==> src/rtl/fadd_result_wb.sv <==
// Writeback stage behind the FP32 lane adder: 2-entry skid FIFO, lane/VGPR tagging,
// sticky exception status and per-instruction done. Option: FADD_WB_CANON_NAN_EN.
module fadd_result_wb #(
    parameter int DATA_W = 32,
    parameter int LANES  = 32,
    parameter int VGPR_W = 8,
    localparam int LW    = (LANES > 1) ? $clog2(LANES) : 1
) (
    input  logic              clk,
    input  logic              rst_n,
    input  logic              in_valid,
    output logic              in_ready,
    input  logic [DATA_W-1:0] in_data,
    input  logic              in_nan,
    input  logic              in_ovf,
    input  logic [VGPR_W-1:0] in_vdst,
    output logic              wr_valid,
    input  logic              wr_ready,
    output logic [DATA_W-1:0] wr_data,
    output logic [LW-1:0]     wr_lane,
    output logic [VGPR_W-1:0] wr_vgpr,
    output logic              sts_nan,
    output logic              sts_ovf,
    input  logic              sts_clr,
    output logic              done,
    output logic              instr_exc
);
    localparam logic [LW-1:0] LAST = LW'(LANES - 1);

    typedef struct packed {
        logic [DATA_W-1:0] data;
        logic [LW-1:0]     lane;
        logic [VGPR_W-1:0] vgpr;
        logic              nan;
        logic              ovf;
    } entry_t;

    typedef enum logic {IDLE, RUN} state_t;

    entry_t            mem [2];
    entry_t            head;
    logic              wp, rp;
    logic [1:0]        count;
    logic [LW-1:0]     in_lane;
    logic [VGPR_W-1:0] vdst_q;
    logic              push, pop, head_flag;
    state_t            state;
    logic              instr_acc;

    assign in_ready  = (count != 2'd2);
    assign wr_valid  = (count != 2'd0);
    assign push      = in_valid && in_ready;
    assign pop       = wr_valid && wr_ready;
    assign head      = mem[rp];
    assign head_flag = head.nan | head.ovf;
    assign wr_lane   = head.lane;
    assign wr_vgpr   = head.vgpr;
`ifdef FADD_WB_CANON_NAN_EN
    assign wr_data   = head.nan ? DATA_W'(32'h7FC0_0000) : head.data;
`else
    assign wr_data   = head.data;
`endif

    // FIFO storage, pointers and input tagging
    always_ff @(posedge clk or negedge rst_n) begin
        if (!rst_n) begin
            for (int i = 0; i < 2; i++) mem[i] <= '0;
            wp      <= 1'b0;
            rp      <= 1'b0;
            count   <= 2'd0;
            in_lane <= '0;
            vdst_q  <= '0;
        end else begin
            if (push) begin
                mem[wp] <= '{data: in_data, lane: in_lane,
                             vgpr: (in_lane == '0) ? in_vdst : vdst_q,
                             nan: in_nan, ovf: in_ovf};
                wp      <= ~wp;
                in_lane <= (in_lane == LAST) ? '0 : in_lane + 1'b1;
                if (in_lane == '0) vdst_q <= in_vdst;
            end
            if (pop) rp <= ~rp;
            case ({push, pop})
                2'b10:   count <= count + 2'd1;
                2'b01:   count <= count - 2'd1;
                default: count <= count;
            endcase
        end
    end

    // Output FSM: tracks one instruction's write-out and raises done after its last lane
    always_ff @(posedge clk or negedge rst_n) begin
        if (!rst_n) begin
            state     <= IDLE;
            instr_acc <= 1'b0;
            done      <= 1'b0;
            instr_exc <= 1'b0;
        end else begin
            done      <= 1'b0;
            instr_exc <= 1'b0;
            if (pop) begin
                case (state)
                    IDLE: if (head.lane == '0) begin
                        if (LANES == 1) begin
                            done      <= 1'b1;
                            instr_exc <= head_flag;
                        end else begin
                            state     <= RUN;
                            instr_acc <= head_flag;
                        end
                    end
                    RUN: if (head.lane == LAST) begin
                        state     <= IDLE;
                        done      <= 1'b1;
                        instr_exc <= instr_acc | head_flag;
                    end else begin
                        instr_acc <= instr_acc | head_flag;
                    end
                    default: state <= IDLE;
                endcase
            end
        end
    end

    // Sticky status; a flagged pop overrides a simultaneous clear
    always_ff @(posedge clk or negedge rst_n) begin
        if (!rst_n) begin
            sts_nan <= 1'b0;
            sts_ovf <= 1'b0;
        end else begin
            sts_nan <= (sts_nan & ~sts_clr) | (pop & head.nan);
            sts_ovf <= (sts_ovf & ~sts_clr) | (pop & head.ovf);
        end
    end
endmodule

==> config.mk <==
export PLATFORM = sky130hd
export DESIGN_NAME = fadd_result_wb
export DESIGN_NICKNAME = d
export VERILOG_FILES = /design/src/rtl/fadd_result_wb.sv
export SDC_FILE = /design/constraint.sdc
export NUM_CORES = 1
export LEC_CHECK = 0
export ABC_AREA = 0
export CAP_MARGIN = 15
export CORE_ASPECT_RATIO = 0.7
export CORE_MARGIN = 2
export CORE_UTILIZATION = 30
export DETAILED_ROUTE_END_ITERATION = 12
export GPL_ROUTABILITY_DRIVEN = 0
export PLACE_DENSITY = 0.48
export SYNTH_ARGS = -nofsm -noshare
export SYNTH_HDL_FRONTEND = slang
export SYNTH_SLANG_ARGS = --single-unit
==> constraint.sdc <==
create_clock -name clk -period 2.9 [get_ports clk]
set_clock_uncertainty 0.05 [all_clocks]
set_input_delay 0.58 -clock clk [delete_from_list [all_inputs] [get_ports clk]]
set_output_delay 0.58 -clock clk [all_outputs]
set_load 0.1 [all_outputs]
==> results_dict.tcl, run 1 <==
set metrics [dict create \
    worstPathCellList "buf_12 > mux2_2 > buf_4" \
    hold_buffers 0 \
    root_buffer "clkbuf_16" \
    grt_pass1_wl_mm 18.72 \
    first_global_vias 3522 \
    drc 0 \
    synth_compound_area_share_pct 3.741 \
    hpwl_mm 7.378 \
    worst_slew_pin_slew_ps 625.7 \
    synthMuxAreaShare_pct 30.95 \
    relSlewSlack_pct 58.00 \
    max_freq_ghz 0.3629 \
    clockBufferDepth 2 \
    syn_nets 421 \
    status "complete, no violations" \
    cap_viol_max_count 0 \
    instances_no_fill 716 \
    synth_warnings 0 \
    path_clk_slew_ps 50 \
    antenna_found_initial 1 \
    yosys_register_bits 117 \
    finalCritPeriodShare_pct 95.02 \
    die-area_um2 18250 \
    die_x_um 160.6 \
    worst_ep_required_time_ps 2270 \
    routed_wl_mm 11.48 \
    arrival_ps 2130 \
    antenna_left 0 \
    fp.dieH_um 113.6 \
    layout_common_cells "mux2_2, dfrtp_1, buf_4" \
    rows 40 \
    synth.distinct_cells 37 \
    avgSynthCellArea_um2 13.92 \
    synth-seq-area-share_pct 56.85 \
    mostFrequentLayoutCell "mux2_2" \
    slew_viol_final 0 \
    slowest_delay_ps 760 \
    drive_gt1_share_pct 46.80 \
    r2r_cells 4 \
    vias_per_cell 4.517 \
    wire_per_inst_um 16.03 \
    first_pass_iters 4 \
    rsz0062_at_grt "false" \
    synthSimpleGateAreaFrac_pct 4.300 \
    crit_type "reg2out" \
    core_area_um2 16970 \
    synth_top_family_by_area "multiplexers" \
    numClockSinks 117 \
    n_antenna_cell 0 \
    whs_ps 92.90 \
    clk_latency_ps 410 \
    via_count 3234 \
    track_usage_pct 13.55 \
    cp_max_fo 32 \
    cts_setup_buffers 0 \
    place_inst 685 \
    io-pin-count 98 \
    start_kind "flop" \
    synthCells 370 \
    synth_xor_area_share_pct 0.8503 \
    hold_viol_final 0 \
    critPathSlowestCell "dfrtp_2" \
    cts_buffers 17 \
    min_period_ps 2756 \
    synth_adder_area_share_pct 0.9718 \
    hold_path_class "in2async" \
    grt.overflow.total 0 \
    end_kind "output port" \
    drt_iter0_drc 130 \
    nNetsFinal 524 \
    initial_core_util_pct 30.35 \
    syn_area_um2 5150 \
    finalSetupTns_ps 0 \
    cts-htree-levels 4 \
    setup_viol 0 \
    numPortBuffers 97 \
    syn_to_final_growth_pct 32.70 \
    cts_resized 0 \
    cts_tree "yes" \
    grt_max_degree 56 \
]
-- state kept, by name, indices dropped and copies added (netlist names), 2 cells and up --
register	count
count	2
in_lane	5
mem	94
vdst_q	8
-- metrics by stage --
stage	instance area [um2]	utilization, %	setup slack (ps)
after global placement	6286	37.05	586.9
after detailed placement	6286	37.05	553.1
after CTS	6834	40.28	109.8
after global routing	6834	40.28	62.42
final	6834	40.28	144.4
after floorplan	5150	-	594.7
-- Yosys cell counts, drive strengths merged --
library cell	count	area (um2)
nor3	3	20.02
nor2	13	48.80
clkbuf	6	22.52
nand3	4	20.02
nand2b	1	6.260
mux2	132	1494
o22ai	3	18.77
inv	6	22.52
a21oi	9	45.04
a2bb2oi	1	8.760
or2	1	6.260
ha	4	50.05
nand2	14	55.06
mux2i	10	100.1
a311oi	1	15.01
and3	2	12.51
nor4	1	6.260
xor2	1	8.760
and3b	1	8.760
xnor2	4	35.03
o21ai	13	65.06
a211oi	1	7.510
or4	1	11.26
o21ba	1	10.01
o21a	2	15.01
or4b	1	10.01
a21o	1	7.510
nand3b	1	7.510
nor4b	1	8.760
dfrtp	117	2928
buf	14	75.07
-- kinds of logic after synthesis --
group | Yosys count
AO/OA/AOI/OAI | 32
XOR/XNOR | 5
adder cells (fa/ha/maj) | 4
buffers and inverters | 26
flip-flops | 117
multiplexers | 142
AND/OR/NAND/NOR | 44
-- per-layer routing --
layer	GRT usage [%]	up-vias	part of all wire (%)
met4	4.685	2	1.1
met2	20.78	78	46
li1	-	1523	-
met3	5.600	14	6.2
met5	0	-	0.11
met1	17.41	1617	47
-- layout make-up --
| cell class | count | area, um2 |
|---|---|---|
| Clock inverter | 4 | 45.04 |
| Tap cell | 231 | 289.0 |
| Fill cell | 1575 | 10130 |
| Timing Repair Buffer | 104 | 930.9 |
| Sequential cell | 117 | 2929 |
| Clock buffer | 27 | 503.0 |
| Inverter | 6 | 22.52 |
| Multi-Input combinational cell | 227 | 2115 |
-- critical path: cells and delay by family, from the launching register on --
kind / cells / cell delay (ps)
muxes: 1 / 390
buffers and inverters: 2 / 540
DFF: 1 / 760
-- worst paths after layout --
kind | slack, ps | endpoint | from
setup / recovery | 140 | wr_data[26] | rp$_DFFE_PN0P_
hold / removal | 90 | mem[62]$_DFFE_PN0P_ | rst_n
setup reg to reg | 670 | instr_acc$_DFFE_PN0P_ | rp$_DFFE_PN0P_
hold reg to reg | 430 | mem[2]$_DFFE_PN0P_ | mem[2]$_DFFE_PN0P_
max in group asynchronous | 1930 | rp$_DFFE_PN0P_ | rst_n
min in group clk | 430 | mem[2]$_DFFE_PN0P_ | mem[2]$_DFFE_PN0P_
Power of run 1 is not shown: default switching activity piles up to over one toggle a cycle in this logic, so the estimate is an artifact.
==> run 2: changes to the inputs <==
==> constraint.sdc (replaced) <==
create_clock -name clk -period 3.3 [get_ports clk]
set_clock_uncertainty 0.05 [all_clocks]
set_input_delay 0.33 -clock clk [delete_from_list [all_inputs] [get_ports clk]]
set_output_delay 0.33 -clock clk [all_outputs]
set_load 0.1 [all_outputs]
==> results_dict.tcl, run 2 (synthesized netlist as in run 1, its figures left out) <==
set metrics [dict create \
    cts_buffers 17 \
    clk_latency_ps 410 \
    antenna_found_initial 2 \
    die_x_um 160.6 \
    antenna_left 0 \
    routed_wl_mm 11.84 \
    cts_tree "yes" \
    path_clk_slew_ps 60 \
    largest_register "mem" \
    die-area_um2 18250 \
    cts-htree-levels 4 \
    min_period_ps 2807 \
    syn_to_final_growth_pct 33.65 \
    layout_common_cells "mux2_2, dfrtp_1, clkdlybuf4s50_1" \
    worst_slew_pin_slew_ps 969.7 \
    status "complete, no violations" \
    n_antenna_cell 0 \
    track_usage_pct 13.79 \
    rsz0062_at_grt "false" \
    finalCritPeriodShare_pct 85.07 \
    finalSetupTns_ps 0 \
    wire_per_inst_um 16.54 \
    slew_viol_final 0 \
    root_buffer "clkbuf_16" \
    clockBufferDepth 2 \
    drc 0 \
    cp_max_fo 33 \
    core_area_um2 16970 \
    cts_setup_buffers 0 \
    rows 40 \
    vias_per_cell 4.501 \
    numClockSinks 117 \
    via_count 3223 \
    numPortBuffers 97 \
    setup_viol 0 \
    grt_max_degree 84 \
    io-pin-count 98 \
    grt.overflow.total 0 \
    grt_pass1_wl_mm 18.93 \
    first_global_vias 3419 \
    start_kind "flop" \
    nNetsFinal 523 \
    fp.dieH_um 113.6 \
    hold_path_class "in2async" \
    max_freq_ghz 0.3562 \
    initial_core_util_pct 30.35 \
    first_pass_iters 4 \
    crit_type "reg2out" \
    relSlewSlack_pct 35.15 \
    largest_register_ffs 94 \
    mostFrequentLayoutCell "mux2_2" \
    reg.largest.list "mem x94, vdst_q x8, in_lane x5" \
    arrival_ps 2430 \
    drt_iter0_drc 139 \
    end_kind "output port" \
    drive_gt1_share_pct 46.19 \
    cap_viol_max_count 0 \
    worst_ep_required_time_ps 2920 \
    hpwl_mm 7.585 \
    hold_viol_final 0 \
]
run 2: cell types whose count changed in the layout (fill, tap and decap cells not counted), sizes merged:
cell,change
dlygate4sd3,+1
bufinv,+1
clkdlybuf4s50,+5
clkbuf,-3
buf,-7
clkinvlp,+3
run 2: stage by stage:
stage                     setup WS [ps]  util [%]  hold slack (ps)  instance area [um2]  std cells
after global placement            906.1     37.04            273.1                 6284        683
after global routing              366.4     40.57            422.4                 6883        716
final                             492.8     40.57            375.1                 6883        716
after detailed placement          866.1     37.04            275.0                 6284        683
after floorplan                    1211         -           -15.59                 5150        370
after CTS                         415.0     40.57            386.7                 6883        716
run 2: path summary, 6_finish.rpt:
kind                               startpoint                     to  slack (ps)  cells after the start
setup reg to reg               rp$_DFFE_PN0P_  instr_acc$_DFFE_PN0P_         880                      4
max in group asynchronous               rst_n         rp$_DFFE_PN0P_        1970                      3
hold / removal                          rst_n    mem[52]$_DFFE_PN0P_         380                      2
setup / recovery               rp$_DFFE_PN0P_            wr_data[20]         490                      3
min in group clk           mem[5]$_DFFE_PN0P_     mem[5]$_DFFE_PN0P_         420                      2
hold reg to reg            mem[5]$_DFFE_PN0P_     mem[5]$_DFFE_PN0P_         420                      2
run 2: critical path, stage by stage, from the launching register on:
cell and delay (ps):
dfrtp_2 940, buf_4 430, mux2_2 380, buf_4 230
run 2: timing repair:
action | 4_1_cts | 5_1_grt
hold buffers | 1 | 0
resized for setup | 0 | 0
endpoints found under the hold margin | 34 | 0
run 2: layout make-up:
type / count / area, um2
Tap cell: 231 / 289.0
Fill cell: 1578 / 10080
Clock buffer: 24 / 491.7
Timing Repair Buffer: 103 / 938.4
Multi-Input combinational cell: 227 / 2115
Clock inverter: 8 / 97.59
Inverter: 6 / 22.52
Sequential cell: 117 / 2929
run 2: per-layer routing:
metal | global-route usage, % | share of wire [%] | up-vias
met1 | 18.68 | 50 | 1606
met2 | 20.29 | 43 | 73
met4 | 3.423 | 0.79 | 4
met3 | 6.073 | 6.2 | 13
met5 | 0 | 0.22 | -
li1 | - | - | 1527
Power of run 2 is left out for the same reason.
